### config.mk
export PLATFORM = sky130hd
export DESIGN_NAME = dsp_mac_mchan_flat
export DESIGN_NICKNAME = d
export VERILOG_FILES = /design/src/rtl/dsp_mac_pkg.sv /design/src/rtl/dsp_mac_mchan_if.sv /design/src/rtl/dsp_mac_satadd.sv /design/src/rtl/dsp_mac_mchan.sv /design/src/flat_wrapper.sv
export SDC_FILE = /design/constraint.sdc
export NUM_CORES = 2
export LEC_CHECK = 0
export BUFFER_PORTS_ARGS = -buffer_cell sky130_fd_sc_hd__buf_2
export CAP_MARGIN = 20
export CORE_UTILIZATION = 45
export DETAILED_ROUTE_END_ITERATION = 7
export HOLD_SLACK_MARGIN = 0.05
export SETUP_SLACK_MARGIN = 0.2
export SYNTH_ARGS = -nofsm -noshare
export SYNTH_HDL_FRONTEND = slang
export SYNTH_HIERARCHICAL = 1
export SYNTH_SLANG_ARGS = --single-unit
### constraint.sdc
create_clock -name CLK -period 5.7 [get_ports CLK]
set_input_delay 0.285 -clock CLK [delete_from_list [all_inputs] [get_ports CLK]]
set_output_delay 0.285 -clock CLK [all_outputs]
set_load 0.005 [all_outputs]
### src/rtl/dsp_mac_pkg.sv
// Shared helpers and types for the multi-channel MAC slice.
package dsp_mac_pkg;

    localparam int CH_MAXW = 8;

    function automatic int clog2_min1(input int n);
        return (n <= 2) ? 1 : $clog2(n);
    endfunction

    // Limits are returned wide and truncated to PW by the caller.
    function automatic logic [127:0] max_pos(input int pw);
        return (128'(1) << (pw - 1)) - 128'(1);
    endfunction

    function automatic logic [127:0] max_neg(input int pw);
        return 128'(1) << (pw - 1);
    endfunction

    typedef struct packed {
        logic [CH_MAXW-1:0] ch;
        logic               clr;
        logic               sub;
        logic               last;
        logic               valid;
    } ctrl_t;

endpackage

### src/rtl/dsp_mac_mchan_if.sv
// Sample-in / result-out bus of the multi-channel MAC slice.
interface dsp_mac_mchan_if #(
    parameter int AW  = 18,
    parameter int BW  = 18,
    parameter int PW  = 48,
    parameter int CHW = 2
);
    logic                  IN_VALID;
    logic [CHW-1:0]        IN_CH;
    logic                  IN_CLR;
    logic                  IN_SUB;
    logic                  IN_LAST;
    logic signed [AW-1:0]  A;
    logic signed [BW-1:0]  B;
    logic signed [PW-1:0]  C;
    logic                  OUT_VALID;
    logic [CHW-1:0]        OUT_CH;
    logic signed [PW-1:0]  P;
    logic                  OVF;
    logic                  ERR;

    modport master (
        output IN_VALID, IN_CH, IN_CLR, IN_SUB, IN_LAST, A, B, C,
        input  OUT_VALID, OUT_CH, P, OVF, ERR
    );

    modport slave (
        input  IN_VALID, IN_CH, IN_CLR, IN_SUB, IN_LAST, A, B, C,
        output OUT_VALID, OUT_CH, P, OVF, ERR
    );
endinterface

### src/rtl/dsp_mac_satadd.sv
// PW+1-bit add/subtract with overflow detect and optional clamp to the PW range.
module dsp_mac_satadd
    import dsp_mac_pkg::*;
#(
    parameter int PW       = 48,
    parameter bit SATURATE = 1'b1
) (
    input  logic signed [PW-1:0] base,
    input  logic signed [PW-1:0] prod,
    input  logic                 sub,
    output logic signed [PW-1:0] result,
    output logic                 ovf_now
);
    localparam logic [PW-1:0] MAX_POS = PW'(max_pos(PW));
    localparam logic [PW-1:0] MAX_NEG = PW'(max_neg(PW));

    logic signed [PW:0] sum;

    always_comb begin
        sum     = sub ? ({base[PW-1], base} - {prod[PW-1], prod})
                      : ({base[PW-1], base} + {prod[PW-1], prod});
        ovf_now = sum[PW] ^ sum[PW-1];
        if (SATURATE && ovf_now) begin
            result = sum[PW] ? MAX_NEG : MAX_POS;
        end else begin
            result = sum[PW-1:0];
        end
    end
endmodule

### src/rtl/dsp_mac_mchan.sv
// Multi-channel signed MAC: input register, optional product register, and a
// time-interleaved accumulator bank with saturation and sticky overflow.
module dsp_mac_mchan
    import dsp_mac_pkg::*;
#(
    parameter int AW       = 18,
    parameter int BW       = 18,
    parameter int PW       = 48,
    parameter int NCH      = 4,
    parameter bit MREG     = 1'b1,
    parameter bit SATURATE = 1'b1
) (
    input  logic        CLK,
    input  logic        RSTN,
    input  logic        CE,
    dsp_mac_mchan_if.slave bus
);
    localparam int          CHW   = clog2_min1(NCH);
    localparam int unsigned NCH_U = NCH;

    if (PW < AW + BW) begin : g_pw_check
        $error("dsp_mac_mchan: PW must be at least AW+BW");
    end
    if (NCH < 1 || CHW > CH_MAXW) begin : g_nch_check
        $error("dsp_mac_mchan: NCH out of supported range");
    end

    logic signed [AW-1:0]    a1;
    logic signed [BW-1:0]    b1;
    logic signed [PW-1:0]    c1;
    ctrl_t                   ctl1;
    logic signed [AW+BW-1:0] prod_full;
    logic signed [PW-1:0]    prod_ext;
    logic signed [PW-1:0]    prod_s;
    logic signed [PW-1:0]    c_s;
    ctrl_t                   ctl_s;

    always_ff @(posedge CLK or negedge RSTN) begin
        if (!RSTN) begin
            a1   <= '0;
            b1   <= '0;
            c1   <= '0;
            ctl1 <= '0;
        end else if (CE) begin
            a1   <= bus.A;
            b1   <= bus.B;
            c1   <= bus.C;
            ctl1 <= '{ch: CH_MAXW'(bus.IN_CH), clr: bus.IN_CLR, sub: bus.IN_SUB,
                      last: bus.IN_LAST, valid: bus.IN_VALID};
        end
    end

    assign prod_full = a1 * b1;
    assign prod_ext  = PW'(prod_full);

    if (MREG) begin : g_mreg
        logic signed [PW-1:0] prod_q;
        logic signed [PW-1:0] c_q;
        ctrl_t                ctl_q;

        always_ff @(posedge CLK or negedge RSTN) begin
            if (!RSTN) begin
                prod_q <= '0;
                c_q    <= '0;
                ctl_q  <= '0;
            end else if (CE) begin
                prod_q <= prod_ext;
                c_q    <= c1;
                ctl_q  <= ctl1;
            end
        end
        assign prod_s = prod_q;
        assign c_s    = c_q;
        assign ctl_s  = ctl_q;
    end else begin : g_no_mreg
        assign prod_s = prod_ext;
        assign c_s    = c1;
        assign ctl_s  = ctl1;
    end

    logic signed [PW-1:0] acc [NCH];
    logic [NCH-1:0]       ovf_q;
    logic signed [PW-1:0] acc_rd, base, result, p_q;
    logic                 ovf_rd, ovf_now, ovf_new, in_range;
    logic                 out_valid_q, ovf_out_q, err_q;
    logic [CHW-1:0]       ch_q;

    // Read and write of acc[ch] share this stage, so same-channel samples need no bypass.
    always_comb begin
        acc_rd = '0;
        ovf_rd = 1'b0;
        for (int unsigned i = 0; i < NCH_U; i++) begin
            if (32'(ctl_s.ch) == i) begin
                acc_rd = acc[i];
                ovf_rd = ovf_q[i];
            end
        end
        in_range = 32'(ctl_s.ch) < NCH_U;
        base     = ctl_s.clr ? c_s : acc_rd;
        ovf_new  = (ovf_rd & ~ctl_s.clr) | ovf_now;
    end

    dsp_mac_satadd #(.PW(PW), .SATURATE(SATURATE)) u_satadd (
        .base    (base),
        .prod    (prod_s),
        .sub     (ctl_s.sub),
        .result  (result),
        .ovf_now (ovf_now)
    );

    always_ff @(posedge CLK or negedge RSTN) begin
        if (!RSTN) begin
            for (int unsigned i = 0; i < NCH_U; i++) acc[i] <= '0;
            ovf_q       <= '0;
            p_q         <= '0;
            ch_q        <= '0;
            ovf_out_q   <= 1'b0;
            out_valid_q <= 1'b0;
            err_q       <= 1'b0;
        end else if (CE) begin
            out_valid_q <= ctl_s.valid & ctl_s.last & in_range;
            err_q       <= ctl_s.valid & ~in_range;
            if (ctl_s.valid && in_range) begin
                for (int unsigned i = 0; i < NCH_U; i++) begin
                    if (32'(ctl_s.ch) == i) begin
                        acc[i]   <= result;
                        ovf_q[i] <= ovf_new;
                    end
                end
                if (ctl_s.last) begin
                    p_q       <= result;
                    ovf_out_q <= ovf_new;
                    ch_q      <= ctl_s.ch[CHW-1:0];
                end
            end
        end
    end

    assign bus.OUT_VALID = out_valid_q;
    assign bus.OUT_CH    = ch_q;
    assign bus.P         = p_q;
    assign bus.OVF       = ovf_out_q;
    assign bus.ERR       = err_q;
endmodule

### src/flat_wrapper.sv
// flat-port wrapper written by rule: the top's interface ports become plain ports
module dsp_mac_mchan_flat import dsp_mac_pkg::*;
#(
    parameter int AW       = 18,
    parameter int BW       = 18,
    parameter int PW       = 48,
    parameter int NCH      = 4,
    parameter bit MREG     = 1'b1,
    parameter bit SATURATE = 1'b1
)
  (CLK, RSTN, CE, bus_IN_VALID, bus_IN_CH, bus_IN_CLR, bus_IN_SUB, bus_IN_LAST, bus_A, bus_B, bus_C, bus_OUT_VALID, bus_OUT_CH, bus_P, bus_OVF, bus_ERR);
  dsp_mac_mchan_if #(.AW(AW), .BW(BW), .PW(PW), .CHW(2)) bus_i ();
  input  logic CLK;
  input  logic RSTN;
  input  logic CE;
  input wire logic [$bits(bus_i.IN_VALID)-1:0] bus_IN_VALID;
  input wire logic [$bits(bus_i.IN_CH)-1:0] bus_IN_CH;
  input wire logic [$bits(bus_i.IN_CLR)-1:0] bus_IN_CLR;
  input wire logic [$bits(bus_i.IN_SUB)-1:0] bus_IN_SUB;
  input wire logic [$bits(bus_i.IN_LAST)-1:0] bus_IN_LAST;
  input wire logic [$bits(bus_i.A)-1:0] bus_A;
  input wire logic [$bits(bus_i.B)-1:0] bus_B;
  input wire logic [$bits(bus_i.C)-1:0] bus_C;
  output wire logic [$bits(bus_i.OUT_VALID)-1:0] bus_OUT_VALID;
  output wire logic [$bits(bus_i.OUT_CH)-1:0] bus_OUT_CH;
  output wire logic [$bits(bus_i.P)-1:0] bus_P;
  output wire logic [$bits(bus_i.OVF)-1:0] bus_OVF;
  output wire logic [$bits(bus_i.ERR)-1:0] bus_ERR;
  assign bus_i.IN_VALID = bus_IN_VALID;
  assign bus_i.IN_CH = bus_IN_CH;
  assign bus_i.IN_CLR = bus_IN_CLR;
  assign bus_i.IN_SUB = bus_IN_SUB;
  assign bus_i.IN_LAST = bus_IN_LAST;
  assign bus_i.A = bus_A;
  assign bus_i.B = bus_B;
  assign bus_i.C = bus_C;
  assign bus_OUT_VALID = bus_i.OUT_VALID;
  assign bus_OUT_CH = bus_i.OUT_CH;
  assign bus_P = bus_i.P;
  assign bus_OVF = bus_i.OVF;
  assign bus_ERR = bus_i.ERR;
  dsp_mac_mchan #(.AW(AW), .BW(BW), .PW(PW), .NCH(NCH), .MREG(MREG), .SATURATE(SATURATE)) u_core (.CLK(CLK), .RSTN(RSTN), .CE(CE), .bus(bus_i));
endmodule
Word-level counts from Yosys, hierarchy flattened --
Index checks and enable logic that the tools add are counted.
Storage, ports and cells: flip-flop bits (word level) 429, input port bits 93, RAM bits 0, ROM bits 0, latch bits 0, memories 0
Cells by class: reductions and logical operators 7, $add $sub $neg 2, bitwise logic cells 8, muxes and demuxes 12, magnitude comparators 1, div/mod/pow operators 0, eq/ne operators 3, multiply operators 1, shift operators 0
Operators by type and width (number):
- two-way mux 48 bit | 7
- adder 48 x 36 -> 49 bit | 1
- two-way mux 49 bit | 1
- subtractor 48 x 36 -> 49 bit | 1
- multiplier 18 x 18 -> 36 bit | 1
- AND reduction 3 bit | 5
- logical NOT 8 bit | 1
- AND 1 bit | 4
- == test 2 bit, second input constant | 2
- two-way mux 1 bit | 4
- < comparator 2 x 3 -> 1 bit, second input constant | 1
- == test 2 x 1 -> 1 bit, second input constant | 1
- inverter 1 bit | 2
- logical AND 1 bit | 1
- bitwise OR 1 bit | 1
- bitwise XOR 1 bit | 1

Depth between registers and ports, before layout --
depth after elaboration 10, gate-level depth with buffers 26, mapped depth without buffers 23

Cells and area by module --
The synthesis kept the hierarchy.
By module, submodules not included:
- dsp_mac_mchan | area an instance 29759.8 sq um, cells an instance 2515, instances 1, seq. area each 10710.3 sq um
- dsp_mac_satadd | area an instance 4259.1 sq um, cells an instance 662, instances 1, seq. area each 0.0 sq um

Worst setup path after synthesis --
No wires, ideal clock.
path type flip-flop to flip-flop, start point reg u_core.a1[17], end point reg u_core.g_mreg.prod_q[31], setup time 0.125 ns, slack -0.567 ns, arrival 6.142 ns, cell stages (with the launch flop) 25, data required time 5.575 ns, cell sequence dfrtp_1 -> clkbuf_1 -> clkbuf_1 -> nand2_1 -> inv_1 -> fa_1 -> inv_1 -> fa_1 -> inv_1 -> ha_1 -> inv_1 -> fa_1 -> inv_1 -> fa_1 -> inv_1 -> fa_1 -> inv_1 -> ha_1 -> nor3_1 -> nor2_1 -> a41oi_1 -> a21boi_1 -> o21bai_1 -> xor2_1 -> mux2_2
On the way: longest elaborated chain between the ends 1
Ends and longest elaborated chain:
- start, declared | line dsp_mac_mchan.sv:28 | logic signed [AW-1:0] a1;
- start signal, assigned | line dsp_mac_mchan.sv:45 | a1 <= bus.A;
- multiplier 18 x 18 -> 36 bit | line dsp_mac_mchan.sv:53 | assign prod_full = a1 * b1;
- end signal, assigned | line dsp_mac_mchan.sv:67 | prod_q <= prod_ext;
- end, declared | line dsp_mac_mchan.sv:57 | logic signed [PW-1:0] prod_q;
Every way passes these cells. A chain may end at the register's enable or synchronous reset.

Final worst setup path --
start point reg u_core.b1[8], end point reg u_core.g_mreg.prod_q[28]
On the way: longest elaborated chain between the ends 1
Ends and longest elaborated chain:
- start, declared | line dsp_mac_mchan.sv:29 | logic signed [BW-1:0] b1;
- start signal, assigned | line dsp_mac_mchan.sv:46 | b1 <= bus.B;
- multiplier 18 x 18 -> 36 bit | line dsp_mac_mchan.sv:53
Every way passes these cells.

==> impl_metrics.ini <==
[layout]
synthToLayoutAreaGrowth_pct = 22.9
final_cell_mix = mux2_2 (405), dfrtp_1 (403), inv_1 (393)
fillCellCount = 6333
layout_commonest_cell = mux2_2
drive_above_1_share_pct = 34.1
final_cell_count_no_fill = 4622
final_util_pct = 56.1
nets = 4174

[sta]
finClkSkew_ns = 0.0277
hold_violations = 0
rsz0062_at_grt = true
tightestPinTransition_ns = 0.934
setup_viol = 19
fin_crit_ns = 6.04
setup_slack_ns = -0.344
fin_tns_setup_ns = -3.97
fmax_mhz = 165
maxSlewHeadroom_pct = 37.7
drv_slew = 0
fin_crit_sh_pct = 106

[clocking]
worst_skew_pair.late_latency_ns = 0.62
cts_buffer_depth = 3
clock-sinks = 428
h-tree-depth = 2
tritoncts = done
cts_root_buf = clkbuf_16
cts.clk_slew.worst_paths_ns = 0.06
numCtsBuffers = 51

[min_path]
min_path_cells = 2
holdPathEnd = u_core/g_mreg.prod_q[35]$_DFFE_PN0P_
holdCritPathClass = input port to flop
min-delay-start = CE

[worst_setup_path]
r2r-end = u_core/g_mreg.prod_q[28]$_DFFE_PN0P_
crit_fanout = 5
critPathLaunch = u_core/b1[8]$_DFFE_PN0P_
crit-reg2reg-launch = u_core/b1[8]$_DFFE_PN0P_
r2r_cells = 22
start_kind = flop
criticalPathCategory = flop to flop
cp-end-kind = flop
required_ns = 6.19
cp.arrival_ns = 6.54
ff2ff_setup_slack_ns = -0.34

[floorplanning]
dieArea_mm2 = 0.0767
die_width_um = 277
rows = 100
initial_core_util_pct = 45.6
ioPinCount = 146
coreArea_mm2 = 0.0746
fp.dieH_um = 277

[yosys]
syn-num-nets = 3742
synth-main-ff-cell = dfrtp_1
syn_avg_cell_area_um2 = 10.7
synth-edff-count = 0
synth_cell_type_count = 84
yosysTopAreaCell = dfrtp_1
ys_top_cells_by_area = dfrtp_1 (31%), fa_1 (19%), mux2_2 (14%), ha_1 (5.2%), inv_1 (4.7%)
synthCells = 3177
yosysTopAreaCellShare_pct = 31.5
synthArstFlopShare_pct = 100
ys_ff_latch = 428
ys_seq_area_share_pct = 31.5
yosysWarnings = 6
synth_area_mm2 = 0.0340

[placement]
post-place-ws_ns = -0.536
gp_congestion = 0.949
numPortBuffers = 144
post-place-cells = 4360
place.detailed.hpwl_mm = 68.8

[detailed_routing]
vias = 24400
dr.pass1.iters = 5
via_per_inst = 5.28
drt_iter0_drc = 1319
ant_nets = 0
drc = 0
wl_mm = 91.1
wl_per_cell_um = 19.7

[status]
violations = setup timing
status = finished with violations

[global_route]
antenna_found_initial = 3
overflow = 0
grt_pass1_vias = 26700
grt_pass1_wl_mm = 147
grt_usage_pct = 24.3
grt_max_degree = 147

[job]
drv_cap = 0
[through the flow]
stage,hold WS [ns],area (um^2)
6_report,0.319,41800
3_3_place_gp,0.380,37600
3_5_place_dp,0.393,37600
5_1_grt,0.343,41800
4_1_cts,0.290,41000
2_1_floorplan,-0.0106,34500
[worst max-delay path: stages (launching register included)]
cell     delay (ns)
dfrtp_2        0.47
buf_12         0.16
buf_6          0.11
and2_4         0.13
fa_1           0.47
inv_1          0.05
fa_1           0.46
fa_1           0.51
inv_1          0.05
fa_1           0.49
fa_1           0.52
inv_2          0.04
fa_1           0.50
inv_2          0.05
ha_4           0.26
nand4_1        0.19
buf_4          0.21
or2_4          0.22
o22a_4         0.23
a21oi_4        0.26
a31oi_2        0.14
xnor2_1        0.15
mux2_4         0.26
[metal layers]
metal  vias to the layer above  share of wire (%)  track usage, %
met3                       152                3.6            3.12
met2                       488                 49            41.1
li1                      11300                  -               -
met1                     12500                 44            32.4
met4                         4                3.0            8.05
met5                         -              0.025               0
[cells by family after synthesis]
kind of cell	count (synthesis)	share of synthesized area, %
AOI/OAI and AO/OA	355	6.62
xor gates and xnor gates	124	3.19
adders and majority gates	472	24.6
buffers and inverters	586	6.59
DFF	428	31.5
muxes	461	16.9
other	1	0.0110
and+or+nand+nor	750	10.6
[registers in the layout (all words and copies together) (netlist names)]
name	flops
u_core/c1	48
u_core/ctl1	6
u_core/g_mreg.prod_q	36
u_core/bus.OUT_CH	2
u_core/b1	18
u_core/bus.OUT_VALID	1
u_core/ctl_s	6
u_core/c_s	48
u_core/ovf_q	4
u_core/acc	192
u_core/a1	18
u_core/bus.P	48
u_core/bus.OVF	1
[cells in the mapped netlist (5+ instances only)]
library cell  count
ha_1            142
nor2b_1          17
mux2_2          409
o21bai_1         17
mux4_2           49
and2_1          168
xnor2_1          99
nor3_1           27
a211oi_1         11
nor2_1           94
buf_1            23
nand2b_1          9
o21ai_2           9
nor4_1           10
o21ai_0          69
nand4_1          16
dfrtp_1         428
buf_2             5
fa_1            330
clkbuf_1        127
nand3_1          19
nand2_1         355
a21o_1           32
a31oi_1           8
and3_1            5
inv_1           426
o31ai_1           8
o21a_1            7
a21oi_1         147
xor2_1           25
or3_1             7
[final cells by class]
type                    instances  area, um^2  share of cell area, %
multi-input cells            2163       22000                   52.7
repair buffers                539        4440                   10.6
diodes                          1        2.50                0.00598
inverters                     426        1610                   3.84
well taps                     969        1210                   2.90
clock inverters                28         333                  0.796
clock buffers                  68        1440                   3.45
flip-flops and latches        428       10700                   25.7
[timing repair]
action,CTS,global route
hold buffers,91,0
gates cloned,0,2
resized for setup,113,120
endpoints found under the hold margin,182,0
pin swaps,68,88
buffers inserted,38,34
setup endpoints to repair,73,265
[worst max path at each step]
stage	cells past startpoint	slack, ns	endpoint
floorplan	21	-0.009	u_core/g_mreg.prod_q[28]$_DFFE_PN0P_
global placement	20	-0.50	u_core/g_mreg.prod_q[28]$_DFFE_PN0P_
detailed placement	20	-0.54	u_core/g_mreg.prod_q[28]$_DFFE_PN0P_
CTS	21	-0.31	u_core/g_mreg.prod_q[28]$_DFFE_PN0P_
global route	22	-0.51	u_core/g_mreg.prod_q[28]$_DFFE_PN0P_
finish	22	-0.34	u_core/g_mreg.prod_q[28]$_DFFE_PN0P_
Power is left out: the tool's default activity adds up to more than one toggle a clock period on the data nets, which glitch-free logic cannot reach.
